**src/rtl/instr_fetch.sv**
```systemverilog
// -----------------------------------------------------------------------------
// instr_fetch
//
// Instruction fetch unit. Owns the architectural fetch address, issues word
// requests to instruction memory over a valid/ready channel, accepts in-order
// responses of any latency, buffers them together with their PC in a
// DEPTH-entry FIFO and presents them to decode over a valid/ready channel.
// A redirect reloads the fetch address, flushes the FIFO and marks every
// request still in flight as stale so its response is discarded on return.
//
// Parameters
//   RESET_PC  fetch address loaded on reset (word aligned)
//   DEPTH     FIFO entries and maximum in-flight requests (power of 2, >= 2)
//
// Ports
//   clk, reset                       clock, asynchronous active-high reset
//   redirect_valid, redirect_pc      branch/jump redirect
//   imem_req_valid/ready/addr        request channel to instruction memory
//   imem_resp_valid/data             in-order response channel
//   inst_valid/ready, inst_data/pc   decode channel (FIFO head)
//   fetch_pc                         next address to request
//   misalign_err                     sticky: a redirect target was misaligned
// -----------------------------------------------------------------------------
module instr_fetch #(
    parameter logic [31:0] RESET_PC = 32'h0000_0000,
    parameter int          DEPTH    = 2
) (
    input  logic        clk,
    input  logic        reset,
    input  logic        redirect_valid,
    input  logic [31:0] redirect_pc,
    output logic        imem_req_valid,
    input  logic        imem_req_ready,
    output logic [31:0] imem_req_addr,
    input  logic        imem_resp_valid,
    input  logic [31:0] imem_resp_data,
    output logic        inst_valid,
    input  logic        inst_ready,
    output logic [31:0] inst_data,
    output logic [31:0] inst_pc,
    output logic [31:0] fetch_pc,
    output logic        misalign_err
);

    localparam int AW = $clog2(DEPTH);   // pointer width
    localparam int CW = AW + 1;          // counter width, holds 0..DEPTH

    localparam logic [CW:0]   DEPTH_L = (CW + 1)'(DEPTH);
    localparam logic [CW-1:0] ONE_C   = CW'(1'b1);
    localparam logic [CW-1:0] ZERO_C  = CW'(1'b0);

    // Circular pointer advance; DEPTH is a power of two so wrap is free.
    function automatic logic [AW-1:0] ptr_inc(input logic [AW-1:0] ptr);
        return ptr + AW'(1'b1);
    endfunction

    logic [31:0]   fetch_pc_r;
    logic [CW-1:0] inflight_r;
    logic [CW-1:0] drop_r;
    logic [CW-1:0] fifo_count_r;
    logic [AW-1:0] tag_wr_r;
    logic [AW-1:0] tag_rd_r;
    logic [AW-1:0] fifo_wr_r;
    logic [AW-1:0] fifo_rd_r;
    logic [31:0]   tag_mem_r  [DEPTH];
    logic [31:0]   fifo_pc_r  [DEPTH];
    logic [31:0]   fifo_data_r[DEPTH];
    logic          misalign_r;

    logic [CW:0]   credit_used_s;
    logic          can_issue_s;
    logic          req_fire_s;
    logic          resp_fire_s;
    logic          push_s;
    logic          pop_s;

    // Credits cover both outstanding requests and buffered instructions, so a
    // returning response always finds a free FIFO slot.
    assign credit_used_s = {1'b0, inflight_r} + {1'b0, fifo_count_r};
    assign can_issue_s   = (credit_used_s < DEPTH_L);

    assign imem_req_valid = can_issue_s & ~redirect_valid & ~reset;
    assign imem_req_addr  = fetch_pc_r;
    assign req_fire_s     = imem_req_valid & imem_req_ready;

    // Responses with nothing outstanding belong to requests issued before a
    // reset and are ignored.
    assign resp_fire_s = imem_resp_valid & (inflight_r != ZERO_C);
    assign push_s      = resp_fire_s & ~redirect_valid & (drop_r == ZERO_C);

    assign inst_valid = (fifo_count_r != ZERO_C) & ~redirect_valid;
    assign pop_s      = inst_valid & inst_ready;
    assign inst_data  = fifo_data_r[fifo_rd_r];
    assign inst_pc    = fifo_pc_r[fifo_rd_r];

    assign fetch_pc     = fetch_pc_r;
    assign misalign_err = misalign_r;

    // Fetch address: reload on redirect, advance one word per accepted request.
    always_ff @(posedge clk or posedge reset) begin
        if (reset) begin
            fetch_pc_r <= RESET_PC;
        end else if (redirect_valid) begin
            fetch_pc_r <= {redirect_pc[31:2], 2'b00};
        end else if (req_fire_s) begin
            fetch_pc_r <= fetch_pc_r + 32'd4;
        end else begin
            fetch_pc_r <= fetch_pc_r;
        end
    end

    // Outstanding request counter.
    always_ff @(posedge clk or posedge reset) begin
        if (reset) begin
            inflight_r <= ZERO_C;
        end else begin
            case ({req_fire_s, resp_fire_s})
                2'b10:   inflight_r <= inflight_r + ONE_C;
                2'b01:   inflight_r <= inflight_r - ONE_C;
                default: inflight_r <= inflight_r;
            endcase
        end
    end

    // Stale-response counter. A redirect marks everything still outstanding
    // after the edge as stale; a response in the redirect cycle itself is
    // already discarded and is therefore not counted. No request can be
    // accepted in a redirect cycle.
    always_ff @(posedge clk or posedge reset) begin
        if (reset) begin
            drop_r <= ZERO_C;
        end else if (redirect_valid) begin
            drop_r <= inflight_r - CW'(resp_fire_s);
        end else if (resp_fire_s && (drop_r != ZERO_C)) begin
            drop_r <= drop_r - ONE_C;
        end else begin
            drop_r <= drop_r;
        end
    end

    // PC tag queue: remembers the address of each outstanding request so the
    // in-order response can be paired with it. Not flushed on redirect since
    // stale responses still pop their tags.
    always_ff @(posedge clk or posedge reset) begin
        if (reset) begin
            tag_wr_r <= AW'(1'b0);
            tag_rd_r <= AW'(1'b0);
            for (int i = 0; i < DEPTH; i++) begin
                tag_mem_r[i] <= 32'h0000_0000;
            end
        end else begin
            if (req_fire_s) begin
                tag_mem_r[tag_wr_r] <= fetch_pc_r;
                tag_wr_r            <= ptr_inc(tag_wr_r);
            end else begin
                tag_wr_r <= tag_wr_r;
            end
            if (resp_fire_s) begin
                tag_rd_r <= ptr_inc(tag_rd_r);
            end else begin
                tag_rd_r <= tag_rd_r;
            end
        end
    end

    // Instruction FIFO; flushed on redirect. Registered only, no bypass.
    always_ff @(posedge clk or posedge reset) begin
        if (reset) begin
            fifo_wr_r    <= AW'(1'b0);
            fifo_rd_r    <= AW'(1'b0);
            fifo_count_r <= ZERO_C;
            for (int i = 0; i < DEPTH; i++) begin
                fifo_pc_r[i]   <= 32'h0000_0000;
                fifo_data_r[i] <= 32'h0000_0000;
            end
        end else if (redirect_valid) begin
            fifo_wr_r    <= AW'(1'b0);
            fifo_rd_r    <= AW'(1'b0);
            fifo_count_r <= ZERO_C;
        end else begin
            if (push_s) begin
                fifo_pc_r[fifo_wr_r]   <= tag_mem_r[tag_rd_r];
                fifo_data_r[fifo_wr_r] <= imem_resp_data;
                fifo_wr_r              <= ptr_inc(fifo_wr_r);
            end else begin
                fifo_wr_r <= fifo_wr_r;
            end
            if (pop_s) begin
                fifo_rd_r <= ptr_inc(fifo_rd_r);
            end else begin
                fifo_rd_r <= fifo_rd_r;
            end
            case ({push_s, pop_s})
                2'b10:   fifo_count_r <= fifo_count_r + ONE_C;
                2'b01:   fifo_count_r <= fifo_count_r - ONE_C;
                default: fifo_count_r <= fifo_count_r;
            endcase
        end
    end

    // Sticky misaligned-redirect flag, cleared only by reset.
    always_ff @(posedge clk or posedge reset) begin
        if (reset) begin
            misalign_r <= 1'b0;
        end else if (redirect_valid && (redirect_pc[1:0] != 2'b00)) begin
            misalign_r <= 1'b1;
        end else begin
            misalign_r <= misalign_r;
        end
    end

endmodule
```
**config.mk**
```make
export PLATFORM = sky130hd
export DESIGN_NAME = instr_fetch
export DESIGN_NICKNAME = d
export VERILOG_FILES = /design/src/rtl/instr_fetch.sv
export SDC_FILE = /design/constraint.sdc
export NUM_CORES = 1
export LEC_CHECK = 0
export ABC_AREA = 1
export CORE_AREA = 2 2 156 158
export CTS_BUF_LIST = sky130_fd_sc_hd__clkbuf_8
export DETAILED_ROUTE_END_ITERATION = 6
export DIE_AREA = 0 0 158 160
export PLACE_DENSITY = 0.72
export SETUP_SLACK_MARGIN = 0.1
export SYNTH_ARGS = -nofsm -noshare
export SYNTH_HDL_FRONTEND = slang
export SYNTH_SLANG_ARGS = --single-unit
```
**constraint.sdc**
```tcl
create_clock -name clk -period 7.7 [get_ports clk]
set_clock_uncertainty 0.05 [all_clocks]
set_input_delay 1.155 -clock clk [delete_from_list [all_inputs] [get_ports clk]]
set_output_delay 1.155 -clock clk [all_outputs]
set_load 0.05 [all_outputs]
```
==> results.sh, run 1 <==
export IMPL_status="complete, no violations"
export IMPL_cp_max_fo=38
export IMPL_postCtsSetupBuffers=0
export IMPL_wirelength_mm=26.3
export IMPL_fmax_ghz=0.235
export IMPL_regArea_um2=5630
export IMPL_synth_top_area_cell="dfrtp_1"
export IMPL_whs_path_depth=2
export IMPL_period_minus_slack_ns=4.26
export IMPL_worstHoldStart="fifo_pc_r[31]"
export IMPL_period_share_pct=55.4
export IMPL_hold_viol=0
export IMPL_grt_pass1_vias=8900
export IMPL_multi_input_area_um2=4130
export IMPL_relSlewSlack_pct=25.7
export IMPL_grt_max_degree=124
export IMPL_cts_buffers=37
export IMPL_avgRoutedWirePerCell_um=14.2
export IMPL_slew_viol_final=0
export IMPL_worstReg2RegEnd="tag_mem_r[27]"
export IMPL_ys_types=37
export IMPL_final_area_um2=13500
export IMPL_io_buffers=194
export IMPL_clkPwrFrac_pct=17.9
export IMPL_hold_slack_ns=0.418
export IMPL_rows=57
export IMPL_post_synth_main_area_contributors="dfrtp_1 (51%), nand2_1 (16%), o21ai_0 (9.4%)"
export IMPL_clock_sinks=225
export IMPL_synth_top_area_share_pct=51.5
export IMPL_cts_root_buf="clkbuf_8"
export IMPL_swShare_pct=44.1
export IMPL_die_area_um2=25300
export IMPL_num_antenna_cells=0
export IMPL_muxShareOfSynthArea_pct=3.40
export IMPL_power_leakage_nw=6.38
export IMPL_p_seq_share_pct=36.4
export IMPL_htreeDepth=2
export IMPL_crit_path_start_kind="primary input"
export IMPL_cts_resized=0
export IMPL_fin_tns_setup_ns=0
export IMPL_cts_tree="yes"
export IMPL_worst_ep_arrival_time_ns=3.06
export IMPL_clock_path_buffers=3
export IMPL_placedCellCount=1791
export IMPL_drc=0
export IMPL_die_width_um=158
export IMPL_grt_use_total_pct=21.3
export IMPL_drt_iter0_markers=722
export IMPL_ys_warn_count=0
export IMPL_ys_seq_area_share_pct=51.5
export IMPL_dr_pass1_iters=5
export IMPL_initial_utilization_pct=45.9
export IMPL_final_nets=1581
export IMPL_worst_pin_slew_ns=1.11
export IMPL_vdd_drop_max_mv=0.177
export IMPL_area_growth_pct=23.1
export IMPL_holdPathEnd="fifo_pc_r[31]"
export IMPL_worstSetupPathType="in -> out"
export IMPL_globalplace_congestion=0.917
export IMPL_cp_startpoint="redirect_valid"
export IMPL_pwr_share_comb_pct=45.6
export IMPL_grt_overflow=0
export IMPL_synth_compound_area_share_pct=12.9
export IMPL_synth_xor_xnor_area_share_pct=0.721
export IMPL_clkTransAtPathRegs_ns=0.06
export IMPL_grt_pass1_wl_mm=43.9
export IMPL_antenna_found_initial=0
export IMPL_hpwl_mm=17.7
export IMPL_r2r_cells=10
export IMPL_synth_top_family_by_area="simple AND/OR/NAND/NOR gates"
export IMPL_place_area_um2=12800
export IMPL_fill_cells=2196
export IMPL_r2r_slack_ns=4.32
export IMPL_p_int_mw=2.95
export IMPL_p_switching_mw=2.33
export IMPL_synth_adder_area_share_pct=0.641
export IMPL_hold_class="reg -> reg"
export IMPL_drv_cap=0
export IMPL_rsz0062_at_grt="false"
export IMPL_cp_required_ns=6.49
export IMPL_hold_buffers=0
export IMPL_reg2reg_from="inflight_r[0]"
export IMPL_core_area_um2=23800
export IMPL_syn_cell_area_um2=10900
export IMPL_ys_seq_elements=225
export IMPL_final_cells=1855
export IMPL_viasPerCell=4.94
export IMPL_route_vias_total=9160
export IMPL_die_height_um=160
export IMPL_p_per_area_nw_per_um2=392
export IMPL_syn_avg_cell_area_um2=8.04
export IMPL_setup_viol=0
export IMPL_ios=201
export IMPL_clock_latency_ns=0.52
export IMPL_drive_above_1_share_pct=6.92
export IMPL_yosys_area_share_simple_pct=19.8
export IMPL_setup_worst_path_end_class="output pin"
export IMPL_syn_inst=1360
export IMPL_ant_nets=0
## cell usage in the layout (no fill, tap or decap), types with 4 or more instances in the layout
cell type,Yosys,final
nand2_1,460,460
dfrtp_1,225,224
o21ai_0,206,206
clkdlybuf4s50_1,0,194
inv_1,160,178
nor2_1,50,50
clkbuf_8,0,42
nand3_1,35,35
o21ai_1,34,34
mux2_2,33,33
o21ai_2,11,11
buf_4,40,9
conb_1,1,6
xnor2_1,5,5
o21bai_1,4,4
o211ai_1,4,4
xor2_1,4,4
ha_1,4,4
## stage by stage
| stage | util (%) | total power [mW] | setup slack (ns) |
|---|---|---|---|
| after CTS | 56.5 | 5.32 | 3.44 |
| final | 56.5 | 5.28 | 3.44 |
| after global placement | 53.7 | 4.30 | 3.07 |
| after global routing | 56.5 | 5.62 | 3.01 |
| after floorplan | - | 3.63 | 1.41 |
| after detailed placement | 53.7 | 4.35 | 2.95 |
## critical path: stages
cell	delay [ns]
clkdlybuf4s50_1	0.40
buf_4	0.25
nor4_1	0.35
clkdlybuf4s50_1	0.87
## sequential cells by signal, summed over array words and instances (netlist names)
name / flops
fifo_wr_r: 1
inflight_r: 2
fetch_pc: 30
tag_rd_r: 1
fifo_pc_r: 60
misalign_err: 1
tag_mem_r: 60
fifo_count_r: 2
fifo_data_r: 64
fifo_rd_r: 1
drop_r: 2
tag_wr_r: 1
## layer usage
layer | vias to the layer above | share of wire, % | wire, µm | GRT usage (%)
li1 | 4523 | - | - | -
met1 | 4262 | 48 | 12600 | 31.5
met2 | 331 | 44 | 11500 | 32.4
met3 | 44 | 6.6 | 1730 | 3.83
met4 | 0 | 2.1 | 542 | 6.02
met5 | - | 0 | 0 | 0
## how the worst max path moves through the flow
stage / slack, ns / endpoint / cells after the start
final: 3.44 / imem_req_valid / 4
after global routing: 3.01 / tag_mem_r[27] / 8
after CTS: 3.44 / imem_req_valid / 4
after detailed placement: 2.95 / tag_mem_r[20] / 7
after global placement: 3.07 / tag_mem_r[25] / 7
after floorplan: 1.41 / inflight_r[1] / 7
## cell usage after synthesis (all sizes together)
master,count
nand4,1
buf,61
o21bai,4
o21ai,251
nor3,3
nor2,53
conb,1
clkbuf,40
ha,4
mux2,33
nand3b,1
o211ai,4
o221ai,3
xor2,4
a211oi,1
nand3,35
dfrtp,225
nor4,1
xnor2,5
and2,1
a22oi,1
fa,1
inv,162
nand2,461
a21oi,3
or2,1
## cell families after synthesis
| group | after synthesis |
|---|---|
| AND/OR/NAND/NOR | 557 |
| AO/OA/AOI/OAI | 267 |
| buffers and inverters | 263 |
| flip-flops | 225 |
| multiplexers | 33 |
| XOR/XNOR | 9 |
| adder cells (fa/ha/maj) | 5 |
| other | 1 |
## power by group through the flow
stage	Sequential (mW)	Clock [mW]	Combinational (mW)
after detailed placement	1.94	0	2.41
after CTS	1.92	0.974	2.43
final	1.92	0.946	2.41
after floorplan	1.93	0	1.70
after global placement	1.92	0	2.38
after global routing	1.98	1.02	2.61
## layout make-up
type | instances | share of cell area [%]
clock buffers | 42 | 4.29
clock inverters | 22 | 0.679
flip-flops and latches | 225 | 41.9
well taps | 324 | 3.01
inverters | 162 | 4.55
multi-input cells | 877 | 30.7
repair buffers | 203 | 14.9
No activity file was read; power rests on OpenSTA's default activity.
==> run 2, diff against run 1 <==
Settings changed: PLACE_DENSITY 0.72 to 0.69.
Clock period 7.7 ns to 4.47 ns, I/O delays scaled along.
==> results.sh, run 2 (synthesis gave the netlist of run 1 again) <==
export IMPL_cp_slowest_cell="clkdlybuf4s50_1"
export IMPL_post_route_util_pct=57.6
export IMPL_final_common_cell="nand2_1"
export IMPL_power_leakage_nw=6.48
export IMPL_r2r_slack_ns=1.53
export IMPL_grt_pass1_vias=8868
export IMPL_grt_use_met3_pct=3.88
export IMPL_grt_pass1_wl_mm=43.3
export IMPL_power_mw=9.39
export IMPL_area_growth_pct=25.4
export IMPL_reg_top3="fifo_data_r: 64 flops, fifo_pc_r: 60 flops, tag_mem_r: 60 flops"
export IMPL_clock_path_buffers=3
export IMPL_grt_use_met2_pct=32.2
export IMPL_avgRoutedWirePerCell_um=14.1
export IMPL_globalplace_congestion=0.850
export IMPL_clock_latency_ns=0.53
export IMPL_fmax_ghz=0.274
export IMPL_p_per_area_nw_per_um2=685
export IMPL_cts_resized=0
export IMPL_grt_max_degree=155
export IMPL_io_buffers=194
export IMPL_hold_buffers=0
export IMPL_worst_ep_arrival_time_ns=2.92
export IMPL_drive_above_1_share_pct=8.24
export IMPL_grt_use_total_pct=21.0
export IMPL_wirelength_mm=26.2
export IMPL_grt_met1_usage_pct=30.7
export IMPL_drc=0
export IMPL_relSlewSlack_pct=39.1
export IMPL_critPathTopFamily="buffers and inverters"
export IMPL_path_buf_inv=2
export IMPL_holdPathEnd="fifo_pc_r[10]"
export IMPL_largest_reg_flops=64
export IMPL_postCtsSetupBuffers=0
export IMPL_status="complete, no violations"
export IMPL_initial_utilization_pct=45.9
export IMPL_max_stage_delay_ns=0.89
export IMPL_clkTransAtPathRegs_ns=0.06
export IMPL_clock_sinks=225
export IMPL_hold_viol=0
export IMPL_core_area_um2=23800
export IMPL_whs_path_depth=2
export IMPL_viasPerCell=4.87
export IMPL_hpwl_mm=17.7
export IMPL_die_area_um2=25300
export IMPL_vdd_drop_max_mv=0.293
export IMPL_crit_path_start_kind="flop"
export IMPL_cts_root_buf="clkbuf_8"
export IMPL_ant_nets=0
export IMPL_worstSetupPathType="reg -> out"
export IMPL_r2r_cells=10
export IMPL_rows=57
export IMPL_cts_tree="yes"
export IMPL_die_height_um=160
export IMPL_period_share_pct=81.5
export IMPL_slew_viol_final=0
export IMPL_rsz0062_at_grt="false"
export IMPL_hold_class="reg -> reg"
export IMPL_setup_worst_path_end_class="output pin"
export IMPL_worstHoldStart="fifo_pc_r[10]"
export IMPL_fill_cells=2196
export IMPL_period_minus_slack_ns=3.64
export IMPL_antenna_found_initial=1
export IMPL_dr_pass1_iters=5
export IMPL_reg2reg_from="inflight_r[0]"
export IMPL_die_width_um=158
export IMPL_ios=201
export IMPL_final_nets=1588
export IMPL_drv_cap=0
export IMPL_path_cells="nand2_1 > inv_1 > fa_1 > nor4_1 > clkdlybuf4s50_1"
export IMPL_htreeDepth=2
export IMPL_setup_viol=0
export IMPL_worst_pin_slew_ns=0.913
export IMPL_grt_overflow=0
export IMPL_largest_register="fifo_data_r"
export IMPL_final_cell_mix="nand2_1 (460), dfrtp_1 (224), clkdlybuf4s50_1 (194)"
export IMPL_cp_max_fo=6
export IMPL_route_vias_total=9088
export IMPL_num_antenna_cells=0
export IMPL_grt_busiest_layer="met2"
export IMPL_cts_buffers=39
export IMPL_drt_iter0_markers=801
export IMPL_worstReg2RegEnd="tag_mem_r[17]"
export IMPL_cp_required_ns=3.75
[run 2: metal layers]
metal	part of all wire, %	wire, µm	vias up
met2	44	11500	304
met5	0.050	13	-
met3	5.9	1560	42
met4	2.1	544	2
li1	-	-	4538
met1	48	12600	4202
[run 2: layout make-up]
| cell class | instances | area (µm²) | share of cell area (%) |
|---|---|---|---|
| multi-input cells | 877 | 4150 | 30.2 |
| well taps | 324 | 405 | 2.96 |
| inverters | 162 | 612 | 4.46 |
| clock buffers | 51 | 702 | 5.12 |
| clock inverters | 18 | 106 | 0.775 |
| repair buffers | 208 | 2110 | 15.4 |
| flip-flops and latches | 225 | 5630 | 41.1 |
[run 2: through the flow]
| stage | hold WS, ns | setup WS [ns] | TNS, ns | instances | area [µm²] |
|---|---|---|---|---|---|
| after floorplan | 0.392 | -1.13 | -86.87 | 1365 | 11100 |
| after global placement | 0.405 | 1.13 | 0 | 1796 | 12900 |
| after detailed placement | 0.408 | 1.15 | 0 | 1796 | 12900 |
| after CTS | 0.423 | 0.720 | 0 | 1865 | 13700 |
| after global routing | 0.434 | 0.664 | 0 | 1865 | 13700 |
| final | 0.418 | 0.826 | 0 | 1865 | 13700 |
[run 2: tightest hold or removal path, stage by stage, from the launching register on]
cell	delay, ns
dfrtp_1	0.34
nand2_1	0.05
nand2_1	0.04
[run 2: worst max-delay path by stage]
stage | start | to | cells past startpoint
floorplan | reset | inflight_r[1] | 7
global placement | redirect_valid | imem_req_valid | 3
detailed placement | redirect_valid | imem_req_valid | 3
CTS | inflight_r[0] | imem_req_valid | 5
global route | inflight_r[0] | imem_req_valid | 5
finish | inflight_r[0] | imem_req_valid | 5
[run 2: power breakdown]
group | leakage, nW | switching (mW) | internal [mW]
Combinational | 3.12 | 2.77 | 1.45
Clock | 0.461 | 0.813 | 1.08
Sequential | 2.90 | 0.464 | 2.81
